`config.mk`:
```
export PLATFORM = sky130hd
export DESIGN_NAME = mc_control_unit
export DESIGN_NICKNAME = d
export VERILOG_FILES = /design/src/rtl/mc_control_unit.sv
export SDC_FILE = /design/constraint.sdc
export NUM_CORES = 1
export LEC_CHECK = 0
export ABC_AREA = 1
export BUFFER_PORTS_ARGS = -buffer_cell sky130_fd_sc_hd__buf_4
export CAP_MARGIN = 20
export CORE_AREA = 4 4 41 43
export CTS_BUF_LIST = sky130_fd_sc_hd__clkbuf_2
export DETAILED_ROUTE_END_ITERATION = 7
export DIE_AREA = 0 0 45 47
export GPL_ROUTABILITY_DRIVEN = 0
export PLACE_DENSITY_LB_ADDON = 0.1
export SYNTH_ARGS = -nofsm -noshare
export SYNTH_HDL_FRONTEND = slang
export SYNTH_SLANG_ARGS = --single-unit
```
`constraint.sdc`:
```
create_clock -name clk -period 1.9 [get_ports clk]
set_input_delay 0.38 -clock clk [delete_from_list [all_inputs] [get_ports clk]]
set_output_delay 0.38 -clock clk [all_outputs]
set_load 0.05 [all_outputs]
```
`src/rtl/mc_control_unit.sv`:
```
// mc_control_unit: multicycle main controller sequencing fetch/decode/execute for the ARM-subset core
// Inputs : clk, reset (async active-low), Op/Funct/Rd from the instruction register, mem_ready handshake
// Outputs: fetch strobes (IRWrite, NextPC), datapath selects (AdrSrc, ALUSrcA/B, ResultSrc, ImmSrc, RegSrc),
//          ALUControl, unconditional write requests (PCS, RegW, MemW, FlagW), illegal_instr pulse, state_o debug
module mc_control_unit #(
  parameter bit MEM_WAIT_EN = 1'b1
) (
  input  logic       clk,
  input  logic       reset,
  input  logic [1:0] Op,
  input  logic [5:0] Funct,
  input  logic [3:0] Rd,
  input  logic       mem_ready,
  output logic       IRWrite,
  output logic       NextPC,
  output logic       AdrSrc,
  output logic       ALUSrcA,
  output logic [1:0] ALUSrcB,
  output logic [1:0] ResultSrc,
  output logic [1:0] ALUControl,
  output logic [1:0] ImmSrc,
  output logic [1:0] RegSrc,
  output logic       PCS,
  output logic       RegW,
  output logic       MemW,
  output logic [1:0] FlagW,
  output logic       illegal_instr,
  output logic [3:0] state_o
);
  typedef enum logic [3:0] {
    S_FETCH  = 4'd0,
    S_DECODE = 4'd1,
    S_MEMADR = 4'd2,
    S_MEMRD  = 4'd3,
    S_MEMWB  = 4'd4,
    S_MEMWR  = 4'd5,
    S_EXECR  = 4'd6,
    S_EXECI  = 4'd7,
    S_ALUWB  = 4'd8,
    S_BRANCH = 4'd9
  } state_t;
  state_t r_state, w_next;
  logic [3:0] w_cmd;
  logic w_rdy, w_cmd_ok, w_alu_op, w_irw, w_regw, w_memw, w_branch, w_ill;
  assign w_rdy = MEM_WAIT_EN ? mem_ready : 1'b1;
  assign w_cmd = Funct[4:1];
  assign w_cmd_ok = (w_cmd == 4'b0100) | (w_cmd == 4'b0010) | (w_cmd == 4'b0000) | (w_cmd == 4'b1100);
  always_ff @(posedge clk or negedge reset)
    if (!reset) r_state <= S_FETCH;
    else r_state <= w_next;
  always_comb begin
    w_next = r_state;
    w_irw = 1'b0;
    w_regw = 1'b0;
    w_memw = 1'b0;
    w_branch = 1'b0;
    w_ill = 1'b0;
    w_alu_op = 1'b0;
    AdrSrc = 1'b0;
    ALUSrcA = 1'b0;
    ALUSrcB = 2'b00;
    ResultSrc = 2'b00;
    case (r_state)
      S_FETCH: begin
        ALUSrcA = 1'b1;
        ALUSrcB = 2'b10;
        ResultSrc = 2'b10;
        w_irw = w_rdy;
        w_next = w_rdy ? S_DECODE : S_FETCH;
      end
      S_DECODE: begin
        ALUSrcA = 1'b1;
        ALUSrcB = 2'b10;
        ResultSrc = 2'b10;
        w_ill = (Op == 2'b11);
        w_next = (Op == 2'b01) ? S_MEMADR :
                 (Op == 2'b00) ? (Funct[5] ? S_EXECI : S_EXECR) :
                 (Op == 2'b10) ? S_BRANCH : S_FETCH;
      end
      S_MEMADR: begin
        ALUSrcB = 2'b01;
        w_next = Funct[0] ? S_MEMRD : S_MEMWR;
      end
      S_MEMRD: begin
        AdrSrc = 1'b1;
        w_next = w_rdy ? S_MEMWB : S_MEMRD;
      end
      S_MEMWB: begin
        ResultSrc = 2'b01;
        w_regw = 1'b1;
        w_next = S_FETCH;
      end
      S_MEMWR: begin
        AdrSrc = 1'b1;
        w_memw = 1'b1;
        w_next = w_rdy ? S_FETCH : S_MEMWR;
      end
      S_EXECR, S_EXECI: begin
        ALUSrcB = (r_state == S_EXECI) ? 2'b01 : 2'b00;
        w_alu_op = 1'b1;
        w_ill = ~w_cmd_ok;
        w_next = w_cmd_ok ? S_ALUWB : S_FETCH;
      end
      S_ALUWB: begin
        w_regw = 1'b1;
        w_next = S_FETCH;
      end
      S_BRANCH: begin
        ALUSrcB = 2'b01;
        ResultSrc = 2'b10;
        w_branch = 1'b1;
        w_next = S_FETCH;
      end
      default: w_next = S_FETCH;
    endcase
  end
  assign ALUControl = !w_alu_op ? 2'b00 :
                      (w_cmd == 4'b0010) ? 2'b01 :
                      (w_cmd == 4'b0000) ? 2'b10 :
                      (w_cmd == 4'b1100) ? 2'b11 : 2'b00;
  // Unsupported commands must not update flags, so FlagW is qualified by w_cmd_ok.
  assign FlagW = (reset & w_alu_op & w_cmd_ok) ?
                 {Funct[0], Funct[0] & ((w_cmd == 4'b0100) | (w_cmd == 4'b0010))} : 2'b00;
  assign ImmSrc = Op;
  assign RegSrc = {Op == 2'b01, Op == 2'b10};
  // Write requests are forced low while reset is held, even though FETCH is decoded.
  assign IRWrite = reset & w_irw;
  assign NextPC = reset & w_irw;
  assign RegW = reset & w_regw;
  assign MemW = reset & w_memw;
  assign illegal_instr = reset & w_ill;
  assign PCS = reset & (w_branch | (w_regw & (Rd == 4'hF)));
  assign state_o = r_state;
endmodule

```
After elaboration in Yosys (flattened, before gate mapping)
Cells that the tools add are included.
{"block": "word_totals", "reg_bits": 4, "out_inout_bits": 24, "wordCells": 66, "input_bits": 15}
{"block": "op_classes", "eq_ne": 16, "reduce_logical": 9, "n_mux": 26, "bitwise": 14}
{"op": "4-bit one-hot mux with 6 select lines", "count": 1}
{"op": "4-bit by 3-bit equality test with 1-bit output (second input constant)", "count": 5}
{"op": "4-bit equality test (second input constant)", "count": 4}
{"op": "4-bit two-way mux", "count": 4}
{"op": "4-bit by 2-bit equality test with 1-bit output (second input constant)", "count": 3}
{"op": "1-bit two-way mux", "count": 10}
{"op": "2-bit two-way mux", "count": 5}
{"op": "2-bit OR reduction", "count": 5}
{"op": "1-bit bitwise AND", "count": 9}
{"op": "3-bit two-way mux", "count": 3}
{"op": "4-bit logical NOT", "count": 2}
{"op": "2-bit one-hot mux with 3 select lines", "count": 1}
{"op": "2-bit equality test (second input constant)", "count": 2}
{"op": "4-bit by 1-bit equality test with 1-bit output (second input constant)", "count": 1}
{"op": "1-bit OR", "count": 4}
{"op": "2-bit one-hot mux with 2 select lines", "count": 1}
{"op": "3-bit OR reduction", "count": 1}
{"op": "2-bit by 1-bit equality test with 1-bit output (second input constant)", "count": 1}
{"op": "2-bit logical NOT", "count": 1}
{"op": "1-bit one-hot mux with 2 select lines", "count": 1}
{"op": "1-bit inverter", "count": 1}

Logic depth before layout (Yosys ltp)
{"block": "logic_depth", "depth_word": 7, "depth_mapped": 7, "depth_no_buf": 7}

Worst setup path after synthesis
No wires, ideal clock.
{"block": "synth_path", "path_kind": "reg2out", "start": "register r_state[2], in the netlist state_o[2]", "end": "output port NextPC", "arrival_time_ns": 1.968, "setup_slack_ns": -0.448, "stages_incl_launch_ff": 5, "t_required_ns": 1.520, "n_path_buf": 1, "cell_sequence": "dfrtp_1 nor2_1 nand4_1 nor2_1 buf_4"}
{"block": "synth_via", "elab_chain_cells": 3}
{"element": "from (decl)", "line": "42", "rtl": "state_t r_state, w_next;"}
{"element": "from (signal assigned)", "line": "50", "rtl": "else r_state <= w_next;"}
{"element": "4-bit logical NOT", "line": "63", "rtl": "case (r_state)"}
{"element": "1-bit two-way mux", "line": "63"}
{"element": "1-bit bitwise AND"}
{"element": "to (decl)", "line": "15", "rtl": "output logic NextPC,"}
No other way between the ends.

Worst setup path after layout
{"block": "layout_path", "start": "register r_state[3], in the netlist state_o[3]", "end": "output port illegal_instr"}
{"block": "layout_via", "elab_chain_cells": 4, "elab_cells_between_ends": 6, "cone_classes": "eq/ne: 3; mux: 1; bitwise: 1; reduce/logical: 1"}
{"element": "4-bit by 3-bit equality test with 1-bit output", "line": "63"}
{"element": "2-bit OR reduction", "line": "63"}
{"element": "1-bit one-hot mux with 2 select lines *", "line": "63"}
{"element": "1-bit bitwise AND *", "line": "131", "rtl": "assign illegal_instr = reset & w_ill;"}
{"element": "to (decl)", "line": "27", "rtl": "output logic illegal_instr,"}
Every way passes the cells marked *; elsewhere a longest branch is shown, timed or not.

==> impl_metrics.prom <==
# TYPE chip_impl_metric gauge
chip_impl_info{name="result_of_the_run",value="finished, final reports clean"} 1
chip_impl_metric{name="flip_flop_count_of_the_largest_register_all_copies_and_words_added",unit=""} 4
chip_impl_metric{name="layout_worst_path_cycle_share",unit="%"} 95.3
chip_impl_metric{name="design.core.area",unit="um2"} 1300
chip_impl_metric{name="drc",unit=""} 0
chip_impl_metric{name="cts_max_level",unit=""} 1
chip_impl_metric{name="antenna_found_initial",unit=""} 0
chip_impl_metric{name="max_freq",unit="MHz"} 552
chip_impl_metric{name="yosysSeqAreaShare",unit="%"} 19.6
chip_impl_metric{name="fin_cells",unit=""} 145
chip_impl_info{name="worstSetupEndpoint",value="illegal_instr"} 1
chip_impl_info{name="cts_tree",value="done"} 1
chip_impl_metric{name="fp.dieW",unit="um"} 45
chip_impl_info{name="globalRoute.busiestLayer",value="met2"} 1
chip_impl_metric{name="final-seq-area",unit="um2"} 101
chip_impl_metric{name="avgRoutedWirePerCell",unit="um"} 10.9
chip_impl_metric{name="vias",unit=""} 708
chip_impl_metric{name="final_core_util",unit="%"} 67.3
chip_impl_metric{name="drt-initial-drc-count",unit=""} 15
chip_impl_metric{name="number_of_global_route_vias_before_repair",unit=""} 617
chip_impl_info{name="reg2reg_to",value="state_o[0]"} 1
chip_impl_info{name="critical_path_class",value="reg2out"} 1
chip_impl_metric{name="power.ir.vdd_worst",unit="V"} 0.00102
chip_impl_metric{name="timing_hold_violations_final",unit=""} 0
chip_impl_metric{name="detail-route-antenna-nets",unit=""} 0
chip_impl_metric{name="worstPathArrival",unit="ps"} 1430
chip_impl_metric{name="worst-r2r-setup-slack",unit="ps"} 790
chip_impl_metric{name="diodes",unit=""} 0
chip_impl_metric{name="port-buffer-count",unit=""} 38
chip_impl_metric{name="power_density",unit="nW/um2"} 1570
chip_impl_metric{name="post_dp_cell_area",unit="um2"} 827
chip_impl_metric{name="design.final.nets",unit=""} 147
chip_impl_metric{name="grt_first_pass_wirelength",unit="um"} 2480
chip_impl_metric{name="totalNegativeSetupSlack",unit="ps"} 0
chip_impl_metric{name="leakage",unit="nW"} 0.475
chip_impl_info{name="worstHoldPathType",value="in2reg"} 1
chip_impl_metric{name="detail_route.first_pass.iterations",unit=""} 4
chip_impl_metric{name="synth_seq_cells",unit=""} 4
chip_impl_metric{name="grt.met1_usage",unit="%"} 18.1
chip_impl_info{name="cp-end-kind",value="primary output"} 1
chip_impl_metric{name="post-dp-hpwl",unit="um"} 1310
chip_impl_metric{name="ys.warnings.count",unit=""} 0
chip_impl_metric{name="die_height",unit="um"} 47
chip_impl_metric{name="post_drt_via_cell_ratio",unit=""} 4.88
chip_impl_info{name="reg2reg_from",value="state_o[3]"} 1
chip_impl_metric{name="finalWirelength",unit="um"} 1590
chip_impl_metric{name="finalClockSkew",unit="ps"} 0.328
chip_impl_info{name="ctsRootBufferMaster",value="sky130_fd_sc_hd__clkbuf_2"} 1
chip_impl_metric{name="worst_slack",unit="ps"} 89.6
chip_impl_info{name="commonest_non_fill_non_tap_cell_in_the_layout",value="sky130_fd_sc_hd__buf_4"} 1
chip_impl_metric{name="drive_gt1_share",unit="%"} 49.2
chip_impl_metric{name="setup_viol_count_final",unit=""} 0
chip_impl_metric{name="synthesis.nets",unit=""} 105
chip_impl_metric{name="tightest_slew",unit="ps"} 300
chip_impl_metric{name="multi_input_comb_area",unit="um2"} 364
chip_impl_metric{name="mappedNetlistArea",unit="um2"} 512
chip_impl_metric{name="worst_ep_required_time",unit="ps"} 1520
chip_impl_metric{name="die-area",unit="um2"} 2120
chip_impl_info{name="timing.critical_path.from_type",value="flop"} 1
chip_impl_metric{name="design_area",unit="um2"} 876
chip_impl_info{name="rsz0062_at_grt",value="yes"} 1
chip_impl_metric{name="cts.sink_count",unit=""} 4
chip_impl_metric{name="layout_fillers",unit=""} 127
chip_impl_metric{name="boundaryPins",unit=""} 39
chip_impl_metric{name="timing.final.max_slew_violations",unit=""} 0
chip_impl_metric{name="grtUsageTotal",unit="%"} 15.3
chip_impl_metric{name="placementRows",unit=""} 13
chip_impl_metric{name="maximum_number_of_buffers_from_clock_root_to_sink",unit=""} 2
chip_impl_metric{name="max_slew_margin",unit="%"} 80.0
chip_impl_metric{name="initial_standard_cell_utilization_of_the_core",unit="%"} 39.3
chip_impl_metric{name="yosysUniqueCellTypes",unit=""} 20
chip_impl_info{name="most_frequent_cells_in_the_layout",value="37 x sky130_fd_sc_hd__buf_4, 21 x sky130_fd_sc_hd__nand2_1, 12 x sky130_fd_sc_hd__inv_1, 12 x sky130_fd_sc_hd__nor2_1"} 1
chip_impl_metric{name="globalRouteMet2Util",unit="%"} 29.1
chip_impl_metric{name="worstRegToRegCells",unit=""} 5
chip_impl_metric{name="met3_usage",unit="%"} 2.68
chip_impl_metric{name="postSynthAreaPerCell",unit="um2"} 5.69
chip_impl_metric{name="clk_transition_reported_paths",unit="ps"} 40
chip_impl_metric{name="timing.critical_path.fanout_max",unit=""} 4
chip_impl_metric{name="timing.max_cap.violations",unit=""} 0
chip_impl_metric{name="grt_start_max_net_pins",unit=""} 7
chip_impl_metric{name="clk_latency",unit="ps"} 190
chip_impl_metric{name="overflow",unit=""} 0
chip_impl_info{name="critPathLaunch",value="state_o[3]"} 1
chip_impl_metric{name="layout_min_cycle_time",unit="ps"} 1810
chip_impl_metric{name="minimum_setup_slack_after_placement",unit="ps"} 226
chip_impl_metric{name="dp.cells",unit=""} 140
chip_impl_metric{name="number_of_instances_in_the_synthesized_netlist",unit=""} 90
chip_impl_metric{name="numCtsBuffers",unit=""} 3
chip_impl_metric{name="flow.area_growth_from_synthesis",unit="%"} 71.1
## power breakdown
group,leakage (nW),switching [mW],internal (mW)
Clock,0.0125,0.0282,0.0424
Combinational,0.412,0.804,0.321
Sequential,0.0510,0.0558,0.120
## cells in the mapped netlist
master / count / area [um2]
sky130_fd_sc_hd__nand2_1: 21 / 78.8
sky130_fd_sc_hd__nor2_1: 17 / 63.8
sky130_fd_sc_hd__inv_1: 12 / 45.0
sky130_fd_sc_hd__nand4_1: 6 / 37.5
sky130_fd_sc_hd__inv_2: 5 / 18.8
sky130_fd_sc_hd__nand3_1: 5 / 25.0
sky130_fd_sc_hd__a21oi_1: 4 / 20.0
sky130_fd_sc_hd__dfrtp_1: 4 / 100
sky130_fd_sc_hd__buf_4: 3 / 22.5
sky130_fd_sc_hd__nand2_2: 2 / 12.5
sky130_fd_sc_hd__nor2_2: 2 / 12.5
sky130_fd_sc_hd__a31oi_1: 1 / 6.26
sky130_fd_sc_hd__nand2_4: 1 / 11.3
sky130_fd_sc_hd__nand3_2: 1 / 10.0
sky130_fd_sc_hd__nand3b_1: 1 / 7.51
sky130_fd_sc_hd__nor2_4: 1 / 11.3
sky130_fd_sc_hd__nor3_2: 1 / 10.0
sky130_fd_sc_hd__o211ai_1: 1 / 7.51
sky130_fd_sc_hd__o21ai_0: 1 / 5.00
sky130_fd_sc_hd__o22ai_1: 1 / 6.26
## critical path, cell delays in order, from the launching register on
cell and delay (ps):
sky130_fd_sc_hd__dfrtp_2 430, sky130_fd_sc_hd__inv_4 80, sky130_fd_sc_hd__nand2_2 90, sky130_fd_sc_hd__nor2_4 130, sky130_fd_sc_hd__nand4_1 150, sky130_fd_sc_hd__a21oi_4 180, sky130_fd_sc_hd__buf_6 170
## how the worst min path moves through the flow
stage	slack [ps]	depth (start not counted)	startpoint	to
3_3_place_gp	190	1	reset	state_o[1]
2_1_floorplan	80	0	reset	state_o[0]
6_report	430	3	Funct[0]	state_o[1]
5_1_grt	450	3	Funct[5]	state_o[0]
3_5_place_dp	190	1	reset	state_o[2]
4_1_cts	430	3	Funct[0]	state_o[1]
## stage by stage
step / power (mW) / hold WS [ps]
after detailed placement: 1.28 / 192
final: 1.37 / 431
after CTS: 1.36 / 428
after floorplan: 0.983 / 84.4
after global routing: 1.45 / 448
after global placement: 1.28 / 193
## layer usage
| metal | wire length [um] | part of all wire (%) |
|---|---|---|
| met1 | 613 | 39 |
| met2 | 836 | 53 |
| met3 | 137 | 8.6 |
| met4 | 0 | 0 |
| met5 | 0 | 0 |
## final cells by class
cell class                 instances  share of cell area [%]
multi-input combinational         66                    41.6
timing repair buffer              40                    35.4
inverter                          17                    7.57
tap                               15                    2.14
clock buffer                       3                    1.71
sequential                         4                    11.6
## timing repair
action | 4_1_cts | 5_1_grt
resized for setup | 0 | 5
setup buffers | 0 | 1
endpoints found under the setup margin | 0 | 3
endpoints found under the hold margin | 4 | 0
hold buffers | 1 | 0
## logic make-up (layout without fill, tap and decap cells)
logic type | after synthesis | count (layout) | share of synthesized area, %
AO/OA/AOI/OAI | 8 | 8 | 8.80
buffers and inverters | 20 | 60 | 16.9
flip-flops | 4 | 4 | 19.6
AND/OR/NAND/NOR | 58 | 58 | 54.8
Note: power is estimated with default switching activity, not from simulation.
